[src/rtl/axi_lite_slave_mem.sv]
// AXI4-Lite slave backed by a small register-file memory.
// AW and W are captured independently; one write and one read may be in flight.
module axi_lite_slave_mem #(
   parameter int                DATA_W    = 32,
   parameter int                ADDR_W    = 32,
   parameter int                DEPTH     = 16,
   parameter logic [ADDR_W-1:0] BASE_ADDR = '0
) (
   input  logic                ACLK,
   input  logic                ARESET,
   input  logic [ADDR_W-1:0]   AWADDR,
   input  logic                AWVALID,
   output logic                AWREADY,
   input  logic [DATA_W-1:0]   WDATA,
   input  logic [DATA_W/8-1:0] WSTRB,
   input  logic                WVALID,
   output logic                WREADY,
   output logic [1:0]          BRESP,
   output logic                BVALID,
   input  logic                BREADY,
   input  logic [ADDR_W-1:0]   ARADDR,
   input  logic                ARVALID,
   output logic                ARREADY,
   output logic [DATA_W-1:0]   RDATA,
   output logic [1:0]          RRESP,
   output logic                RVALID,
   input  logic                RREADY
);

   localparam int                STRB_W  = DATA_W / 8;
   localparam int                SHIFT   = $clog2(STRB_W);
   localparam int                IDX_W   = $clog2(DEPTH);
   localparam logic [ADDR_W-1:0] DEPTH_A = ADDR_W'(DEPTH);
   localparam logic [1:0]        OKAY    = 2'b00;
   localparam logic [1:0]        SLVERR  = 2'b10;

   function automatic logic inRange(input logic [ADDR_W-1:0] a);
      return (a >= BASE_ADDR) && (((a - BASE_ADDR) >> SHIFT) < DEPTH_A);
   endfunction

   function automatic logic [IDX_W-1:0] wordIdx(input logic [ADDR_W-1:0] a);
      return IDX_W'((a - BASE_ADDR) >> SHIFT);
   endfunction

   logic [DATA_W-1:0] r_mem [DEPTH];
   logic              r_awHeld;
   logic              r_wHeld;
   logic [ADDR_W-1:0] r_awAddr;
   logic [DATA_W-1:0] r_wData;
   logic [STRB_W-1:0] r_wStrb;
   logic              r_bValid;
   logic [1:0]        r_bResp;
   logic              r_rValid;
   logic [DATA_W-1:0] r_rData;
   logic [1:0]        r_rResp;

   logic              w_awHs;
   logic              w_wHs;
   logic              w_arHs;
   logic              w_commit;
   logic              w_wrInRange;
   logic [IDX_W-1:0]  w_wrIdx;
   logic              w_rdInRange;
   logic [IDX_W-1:0]  w_rdIdx;

   assign AWREADY = !ARESET && !r_awHeld && !r_bValid;
   assign WREADY  = !ARESET && !r_wHeld && !r_bValid;
   assign ARREADY = !ARESET && !r_rValid;

   assign w_awHs      = AWVALID && AWREADY;
   assign w_wHs       = WVALID && WREADY;
   assign w_arHs      = ARVALID && ARREADY;
   assign w_commit    = r_awHeld && r_wHeld && !r_bValid;
   assign w_wrInRange = inRange(r_awAddr);
   assign w_wrIdx     = wordIdx(r_awAddr);
   assign w_rdInRange = inRange(ARADDR);
   assign w_rdIdx     = wordIdx(ARADDR);

   assign BVALID = r_bValid;
   assign BRESP  = r_bResp;
   assign RVALID = r_rValid;
   assign RDATA  = r_rData;
   assign RRESP  = r_rResp;

   // AW and W are latched separately; the commit fires once both are held
   always_ff @(posedge ACLK or posedge ARESET) begin
      if (ARESET) begin
         r_awHeld <= 1'b0;
         r_wHeld  <= 1'b0;
         r_awAddr <= '0;
         r_wData  <= '0;
         r_wStrb  <= '0;
         r_bValid <= 1'b0;
         r_bResp  <= OKAY;
      end else begin
         if (w_awHs) begin
            r_awAddr <= AWADDR;
            r_awHeld <= 1'b1;
         end
         if (w_wHs) begin
            r_wData <= WDATA;
            r_wStrb <= WSTRB;
            r_wHeld <= 1'b1;
         end
         if (w_commit) begin
            r_awHeld <= 1'b0;
            r_wHeld  <= 1'b0;
            r_bValid <= 1'b1;
            r_bResp  <= w_wrInRange ? OKAY : SLVERR;
         end else if (r_bValid && BREADY) begin
            r_bValid <= 1'b0;
         end
      end
   end

   always_ff @(posedge ACLK or posedge ARESET) begin
      if (ARESET) begin
         for (int i = 0; i < DEPTH; i++) begin
            r_mem[i] <= '0;
         end
      end else if (w_commit && w_wrInRange) begin
         for (int b = 0; b < STRB_W; b++) begin
            if (r_wStrb[b]) begin
               r_mem[w_wrIdx][b*8 +: 8] <= r_wData[b*8 +: 8];
            end
         end
      end
   end

   // Reads sample the array before any same-edge commit lands
   always_ff @(posedge ACLK or posedge ARESET) begin
      if (ARESET) begin
         r_rValid <= 1'b0;
         r_rData  <= '0;
         r_rResp  <= OKAY;
      end else if (w_arHs) begin
         r_rValid <= 1'b1;
         r_rData  <= w_rdInRange ? r_mem[w_rdIdx] : '0;
         r_rResp  <= w_rdInRange ? OKAY : SLVERR;
      end else if (r_rValid && RREADY) begin
         r_rValid <= 1'b0;
      end
   end

endmodule

[config.mk]
export PLATFORM = sky130hd
export DESIGN_NAME = axi_lite_slave_mem
export DESIGN_NICKNAME = d
export VERILOG_FILES = /design/src/rtl/axi_lite_slave_mem.sv
export SDC_FILE = /design/constraint.sdc
export NUM_CORES = 1
export LEC_CHECK = 0
export ABC_AREA = 1
export BUFFER_PORTS_ARGS = -buffer_cell sky130_fd_sc_hd__buf_2
export CAP_MARGIN = 0
export CORE_AREA = 2 2 274 276
export DETAILED_ROUTE_END_ITERATION = 8
export DIE_AREA = 0 0 276 278
export GPL_ROUTABILITY_DRIVEN = 0
export PLACE_DENSITY = 0.59
export SLEW_MARGIN = 30
export SYNTH_ARGS = -nofsm -noshare
export SYNTH_HDL_FRONTEND = slang
export SYNTH_SLANG_ARGS = --single-unit
[constraint.sdc]
create_clock -name ACLK -period 27.6 [get_ports ACLK]
set_input_delay 8.28 -clock ACLK [delete_from_list [all_inputs] [get_ports ACLK]]
set_output_delay 8.28 -clock ACLK [all_outputs]
set_load 0.02 [all_outputs]
After elaboration in Yosys (flattened, before gate mapping) --
Cells that the tools add are included.
Word-level totals: word-level logic and storage cells 93, output and inout port bits 41, input bits 107, bits in registers 620
Operators by class: bitwise logic cells 2, magnitude comparators 7, muxes and demuxes 33, reductions and logical operators 25
Operator list (number):
- $mux 512 | 7
- $bwmux 512 | 4
- $demux 32 s4 | 4
- $bmux 32 s4 | 1
- $mux 32 | 4
- $ge 32x1->1 const B | 2
- $lt 30x5->1 const B | 2
- $mux 24 | 1
- $logic_and 1x1->1 | 16
- $mux 16 | 1
- $ge 5x5->1 const B | 2
- $not 4->5 | 2
- $mux 1 | 8
- $mux 8 | 1
- $reduce_bool 2->1 | 4
- $logic_not 1->1 | 5
- $lt 5x1->1 const B | 1
- $mux 2 | 2

Longest topological paths before layout --
Gate-level depths: netlist (run 1).
depth after elaboration 16, gate-level depth with buffers 10, depth with buffers taken out 8

Least setup slack after synthesis (run 1) --
OpenSTA, ideal clock, no wires.
kind in2out, from in ARESET, to out AWREADY, buffers on the path 0, required time 19.320 ns, slack 10.538 ns, arrival time 8.782 ns, stages 1, cells stage by stage nor3_1
Between the ends: longest elaborated chain between the ends 3
Ends and longest elaborated chain:
- from (decl) | RTL line 10 | input logic ARESET,
- $logic_not 1->1 (no source line)
- $logic_and 1x1->1 (2 in series) | RTL line 66 | assign AWREADY = !ARESET && !r_awHeld && !r_bValid;
- to (decl) | RTL line 13 | output logic AWREADY,
Every way passes these cells.

Worst setup path in the final report (run 1) --
from in ARESET, to out WREADY
Between the ends: longest elaborated chain between the ends 3
Ends and longest elaborated chain:
- $logic_not 1->1 (no source line)
- $logic_and 1x1->1 (2 in series) | RTL line 67 | assign WREADY = !ARESET && !r_wHeld && !r_bValid;
- to (decl) | RTL line 17 | output logic WREADY,
Every way passes these cells.

==> implementation parameters, run 1 <==
Parameter                              Value

Setup path
  Largest incremental delay on the critical path ... 0.35 ns
  Cells traversed along the worst timing path ... buf_2 > nor3_1 > buf_2
  CP Data Arrival Time ... 9.09 ns
  Cell with the largest stage delay on the worst path ... nor3_1
  Worst setup EP type ... output port
  Required time of the worst setup path ... 19.32 ns
  Worst R2R Setup Slack ... 23.18 ns
  Worst setup path end ... WREADY
  Worst Path Max Fanout ... 4
  Type of element launching the critical path ... primary input
  Length in cells of the worst reg-to-reg path ... 11
  Launch point of the worst reg-to-reg path ... BVALID
  CP dominant cell by count ... buf_2
  Buf+Inv Stages, Crit Path ... 2
  Capturing point of the worst reg2reg path ... r_mem[468]
  Startpoint of the most critical setup path ... ARESET
  Cell depth of the worst setup path ... 3
  Crit Path Category ... in2out
  Family of cells with the greatest summed delay on the critical path ... buffers and inverters

Flow run
  Maximum capacitance violations ... 0

Synth
  Post-synth top cells ... nand2_1 (1627), dfrtp_1 (616), nand3_1 (545), nand4_1 (512), clkbuf_1 (245)
  Sequential-to-total area share from yosys stat ... 51.3%
  Most frequent cell after synthesis ... nand2_1
  Dominant register cell in the synthesized netlist ... dfrtp_1
  Leading cell types by total area after synthesis ... dfrtp_1 (51%), nand2_1 (20%), nand4_1 (11%), nand3_1 (9.1%), clkbuf_1 (3.1%)
  Async S/R FF share, synth ... 100%
  Number of enable flip-flop cells after synthesis ... 0
  Top-area cell type share of the netlist area ... roughly half
  Synthesis Warnings ... 0
  Library cell occupying the most area in the post-synthesis netlist ... dfrtp_1
  Synth Instances ... 3805
  #FFs+latches synth ... 616
  Yosys cell types ... 21
  Synthesized area per cell ... ~7.9 um^2
  Post-synthesis cell area ... 0.0300 mm^2

Timing
  Number of pins exceeding their max-slew limit in the final report ... 0
  Slew at the pin closest to its max-slew limit ... 1.02 ns
  Final critical-path share of the clock period ... 62.9%
  Worst rel slew slack ... a little under a third
  Post-Route Setup TNS ... 0 ns
  Post-route minimum period ... 17.37 ns
  Final Hold Slack ... 0.466 ns
  Setup slack after layout ... 10.23 ns
  Fmax ... 0.0576 GHz
  Setup skew after layout ... 0.0171 ns
  Hold violation total from the final report ... 0
  Setup repair after global routing missed its margin ... false
  Total of endpoints with negative setup slack in the final report ... 0

GRT
  Sum of overflow across all layers after global routing ... 0
  Global-route wire length before repair ... 153 mm
  Combined global-route utilization of all metal layers ... 24.9%
  Number of antenna violations at the first check in global routing ... 1
  Largest net degree at the start of global routing ... 157
  Vias in the first global route ... 25.6k

Route
  Drt first pass iters ... 7
  Average vias per placed instance ... 5.71
  Total routed wirelength ... 96.3 mm
  Antenna Nets Post-Route ... 0
  Violation count after the first detailed-routing iteration ... 3421
  Wire per inst ... just over 20 um
  Overall via count from detail_route ... 27.0k
  DRC violation count after routing ... 5

Clocking
  CTS max path bufs ... 3
  Clock insertion delay at the later pin of the skew report ... 0.61 ns
  CTS clk-pin slew, worst paths ... 0.05 ns
  Number of hold buffers added after CTS ... 0
  # resized after CTS ... 0
  Cell at the root of the clock tree ... clkbuf_16
  Depth of the CTS H-tree ... 3
  Number of setup buffers added after CTS ... 0
  Clock tree from TritonCTS ... done
  Number of buffers added by the clock tree synthesis step ... 70
  TritonCTS sink count ... ~620

Die
  Width of the chip ... 276 um
  Floorplan die height ... 278 um
  Area enclosed by the die boundary ... 0.0767 mm^2
  Top Ports ... 148
  Standard cell core area ... about 0.074 mm^2
  Standard-cell row count ... 100
  Initial core utilization ... 40.7%

Power
  Clock network fraction of design power ... 37.3%
  Share of power burned in combinational logic ... about 15%
  Max rail drop VDD ... between 0.00007 and 0.00008 V
  Switching part of the total ... 36.2%
  PnR Total Power ... 2.52 mW
  Leakage power summed over all cells ... around 17 nW
  Int Pwr ... 1.61 mW
  Fraction of power consumed by sequential logic ... 47.7%
  Net switching power of the design ... 912 uW
  Pwr/cell area ... 75.6 mW/mm^2

Outcome
  Result of the run ... complete, but fails checks
  Violations in the final reports ... DRC

Finish
  Number of antenna repair diodes ... 0
  Layout overhead on the synthesized area ... 10.9%
  Fraction of layout instances using a drive strength above 1 ... 10.2%
  Number of nets in the finished design ... 3821

Place
  HPWL Detailed ... 53.8 mm
  Post-place setup slack ... 10.22 ns
  Number of buffers added on ports ... between 100 and 150

Hold path
  Hold Path Class ... reg2reg
power by group through the flow:
stage,Clock (mW),Combinational [mW],Sequential (mW)
finish,0.940,0.376,1.20
global route,0.993,0.404,1.21
CTS,0.955,0.374,1.19
detailed placement,0,0.374,1.21
global placement,0,0.372,1.21
floorplan,0,0.381,0.987
stage by stage:
stage / area (um^2) / std cells / utilization (%)
detailed placement: 31000 / 4611 / 42.0
global placement: 31000 / 4611 / 42.0
global route: 33300 / 4727 / 45.1
CTS: 33300 / 4727 / 45.1
finish: 33300 / 4727 / 45.1
floorplan: 30000 / 3806 / -
worst min-delay path, delay by kind of cell, from the launching register on:
family        cells  cell delay (ns)
flops             1             0.34
simple gates      2             0.09
registers in the layout, summed over array words and instances (netlist names):
name / flops
r_wStrb: 4
r_mem: 512
r_wHeld: 1
RRESP: 1
r_awHeld: 1
BVALID: 1
r_wData: 32
RDATA: 32
RVALID: 1
r_awAddr: 30
BRESP: 1
cells by family after synthesis:
group | count (synthesis) | share of synthesized area [%]
AND/OR/NAND/NOR | 2746 | 40.9
flip-flops | 616 | 51.3
buffers and inverters | 371 | 5.23
multiplexers | 62 | 2.33
AO/OA/AOI/OAI | 9 | 0.150
other | 1 | 0.0125
layout make-up:
cell class              count  area, um^2
multi-input cells        2819       13200
well taps                 969        1210
flip-flops and latches    616       15400
inverters                  13        72.6
repair buffers            194        1140
clock inverters             9         148
clock buffers             107        2130
fillers                  7324       40500
per-layer routing:
| metal | global-route usage, % | vias up | part of all wire, % |
|---|---|---|---|
| met5 | 0 | - | 0 |
| met4 | 6.54 | 0 | 2.1 |
| met3 | 3.56 | 132 | 7.4 |
| met2 | 38.4 | 1017 | 45 |
| met1 | 36.9 | 13200 | 45 |
| li1 | - | 12700 | - |
cells in the final DEF (no fill, tap or decap), drive strengths merged, types with 3 or more instances in the layout:
cell,synthesis,final
a21oi,6,6
nand4,512,512
inv,13,12
clkinv,0,5
o21ai,3,3
nor2,58,58
clkbuf,245,108
nand2,1627,1627
dfrtp,616,616
buf,113,193
mux2,62,62
bufinv,0,4
nand3,545,545
how the worst min path moves through the flow:
stage | start | to | depth (start not counted)
after global placement | r_mem[410] | r_mem[410] | 2
after floorplan | r_mem[256] | r_mem[256] | 2
after CTS | r_mem[76] | r_mem[76] | 2
after global routing | r_mem[53] | r_mem[53] | 2
final | r_mem[43] | r_mem[43] | 2
after detailed placement | r_mem[462] | r_mem[462] | 2
Note: power is estimated with default switching activity, not from simulation.
==> run 2, diff against run 1 <==
--- a/config.mk
+++ b/config.mk
@@ -12,7 +12,7 @@
 export DETAILED_ROUTE_END_ITERATION = 8
 export DIE_AREA = 0 0 276 278
 export GPL_ROUTABILITY_DRIVEN = 0
-export PLACE_DENSITY = 0.59
+export PLACE_DENSITY = 0.61
 export SLEW_MARGIN = 30
 export SYNTH_ARGS = -nofsm -noshare
 export SYNTH_HDL_FRONTEND = slang
==> constraint.sdc (replaced) <==
create_clock -name ACLK -period 13.9 [get_ports ACLK]
set_input_delay 4.17 -clock ACLK [delete_from_list [all_inputs] [get_ports ACLK]]
set_output_delay 4.17 -clock ACLK [all_outputs]
set_load 0.02 [all_outputs]
==> run 2 against run 1 <==
  * The flow still finishes with violations (DRC)
  * Clock skew is 0.00098 ns higher
  * Sequential share of layout area is 0.26 points lower
  * Flip-flop and latch count stayed put
  * Final cell count is 0.13% higher
  * Sequential power is 95% higher
  * First-iteration DRC count is 19% lower
  * Wire length is 0.27% lower
  * Register-to-register slack worse by 14 ns
  * Final area is 0.56% higher
  * Combinational power is 110% higher
  * Critical path type unchanged
  * Highest routed layer unchanged
==> implementation parameters, run 2 (synthesis results as in run 1) <==
Parameter                              Value

Route
  Average vias per placed instance ... 5.67 (-0.67%)
  Antenna Nets Post-Route ... 0 (unchanged)
  Wire per inst ... 20.3 um (-0.40%)
  Violation count after the first detailed-routing iteration ... 2774 (-19%)
  Drt first pass iters ... 8 (+1)
  DRC violation count after routing ... 4 (-1)
  Total routed wirelength ... 96.1 mm (-0.27%)
  Overall via count from detail_route ... 26.8k (-0.54%)

GRT
  Number of antenna violations at the first check in global routing ... 0 (-1)
  Vias in the first global route ... 25.3k (-1.1%)
  Global-route wire length before repair ... 150 mm (-1.7%)
  Combined global-route utilization of all metal layers ... 24.6% (-0.36 points)
  Largest net degree at the start of global routing ... 187 (+19%)
  Sum of overflow across all layers after global routing ... 0 (unchanged)

Finish
  Cell area after layout ... 0.0335 mm^2 (+0.56%)
  Number of antenna repair diodes ... 0 (unchanged)
  Layout overhead on the synthesized area ... 11.6%
  Number of nets in the finished design ... 3818 (-0.079%)
  Finished Layout Cells ... 4733 (+0.13%)
  Utilization of the core after routing ... 45.4% (+0.25 points)
  Largest Register ... r_mem
  Fraction of layout instances using a drive strength above 1 ... 10.5% (+0.25 points)
  Max reg flops ... 512 (unchanged)
  Most common library cell in the layout ignoring fill and taps ... nand2_1
  Commonest cells after routing, fill and taps aside ... nand2_1 (1626), dfrtp_1 (612), nand3_1 (545), nand4_1 (512), buf_2 (139)

Setup path
  Cell with the largest stage delay on the worst path ... nor3_1
  Largest incremental delay on the critical path ... 0.36 ns (about the same)
  CP dominant cell by count ... buf_2
  Required time of the worst setup path ... 9.73 ns (-9.59 ns)
  Worst Path Max Fanout ... 4 (unchanged)
  Cells traversed along the worst timing path ... buf_2 > nor3_1 > buf_2
  Worst setup EP type ... output port
  Crit Path Category ... in2out
  CP Data Arrival Time ... 4.98 ns (-4.11 ns)
  Buf+Inv Stages, Crit Path ... 2 (unchanged)
  Type of element launching the critical path ... primary input
  Family of cells with the greatest summed delay on the critical path ... buffers and inverters

Place
  Cell Count Post-Placement ... 4606 (-0.11%)
  Total placed instance area ... 0.0310 mm^2 (about the same)
  Number of buffers added on ports ... 141 (unchanged)
  HPWL Detailed ... 52.9 mm (-1.7%)
  Post-place setup slack ... 4.75 ns (-5.47 ns)

Clocking
  CTS max path bufs ... 3 (unchanged)
  Clock tree from TritonCTS ... done
  Number of setup buffers added after CTS ... 0 (unchanged)
  # resized after CTS ... 0 (unchanged)
  Number of buffers added by the clock tree synthesis step ... 70 (unchanged)
  Cell at the root of the clock tree ... clkbuf_16
  Number of hold buffers added after CTS ... 0 (unchanged)
  Clock insertion delay at the later pin of the skew report ... 0.62 ns (about the same)
  TritonCTS sink count ... 616 (unchanged)
  Depth of the CTS H-tree ... 3 (unchanged)
  CTS clk-pin slew, worst paths ... 0.06 ns (about the same)

Die
  Standard cell core area ... 0.0738 mm^2 (unchanged)
  Top Ports ... 148 (unchanged)
  Standard-cell row count ... 100 (unchanged)
  Initial core utilization ... 40.7% (unchanged)
  Area enclosed by the die boundary ... 0.0767 mm^2 (unchanged)
  Floorplan die height ... 278 um (unchanged)
  Width of the chip ... 276 um (unchanged)

Flow run
  Maximum capacitance violations ... 0 (unchanged)

Timing
  Fmax ... 0.109 GHz
  Total of endpoints with negative setup slack in the final report ... 0 (unchanged)
  Worst rel slew slack ... 28.9% (-2.9 points)
  Number of pins exceeding their max-slew limit in the final report ... 0 (unchanged)
  Setup skew after layout ... 0.0181 ns (+0.000980 ns)
  Setup slack after layout ... 4.75 ns (-5.48 ns)
  Final critical-path share of the clock period ... 65.8%
  Post-Route Setup TNS ... 0 ns (unchanged)
  Slew at the pin closest to its max-slew limit ... 1.07 ns (+0.0439 ns)
  Hold violation total from the final report ... 0 (unchanged)
  Setup repair after global routing missed its margin ... false
  Post-route minimum period ... 9.15 ns

Outcome
  Result of the run ... complete, but fails checks
  Violations in the final reports ... DRC

Power
  Max rail drop VDD ... 0.000115 V (+47%)
  Leakage power summed over all cells ... 16.9 nW (+0.52%)
  Pwr/cell area ... 152 mW/mm^2 (+100%)

Hold path
  Hold Path Class ... reg2reg
run 2: report_power, final:
part	internal (mW)	switching [mW]
clock	1.19	0.775
combinational	0.177	0.594
sequential	1.89	0.454
run 2: per-stage QoR:
stage	hold WS, ns	total power [mW]
global route	0.483	5.25
global placement	0.453	3.11
CTS	0.472	5.08
floorplan	0.442	2.72
finish	0.467	5.08
detailed placement	0.458	3.12
run 2: layout make-up:
type / instances / area [um^2]
Inverter: 13 / 63.8
Clock inverter: 18 / 262
Timing Repair Buffer: 191 / 1190
Tap cell: 969 / 1210
Sequential cell: 616 / 15400
Multi-Input combinational cell: 2819 / 13200
Clock buffer: 107 / 2160
Fill cell: 7343 / 40300
run 2: worst reg2reg max path: stages (launching register included):
cell	delay (ns)
dfrtp_1	0.42
inv_2	0.07
nand3_1	0.09
nor2_1	0.13
nand2_1	0.10
nor2_4	0.62
buf_4	0.79
buf_4	0.68
buf_4	0.63
nand3_1	0.53
nand2_1	0.17
nand2_1	0.06
run 2: metal layers:
layer  vias up  track usage [%]  wire, um
met5         -                0         0
met1     13100             34.2     42800
li1      12700                -         -
met4         0             7.83      2380
met2       897             39.9     45100
met3       145             3.34      5880
run 2: final timing paths:
path,startpoint,end,slack (ns),cells past startpoint
max,ARESET,WREADY,4.75,3
min,r_mem[454],r_mem[454],0.47,2
max reg2reg,BVALID,r_mem[217],9.49,11
min reg2reg,r_mem[454],r_mem[454],0.47,2
max in group asynchronous,ARESET,r_wStrb[3],7.78,6
min in group asynchronous,ARESET,RDATA[8],3.78,2
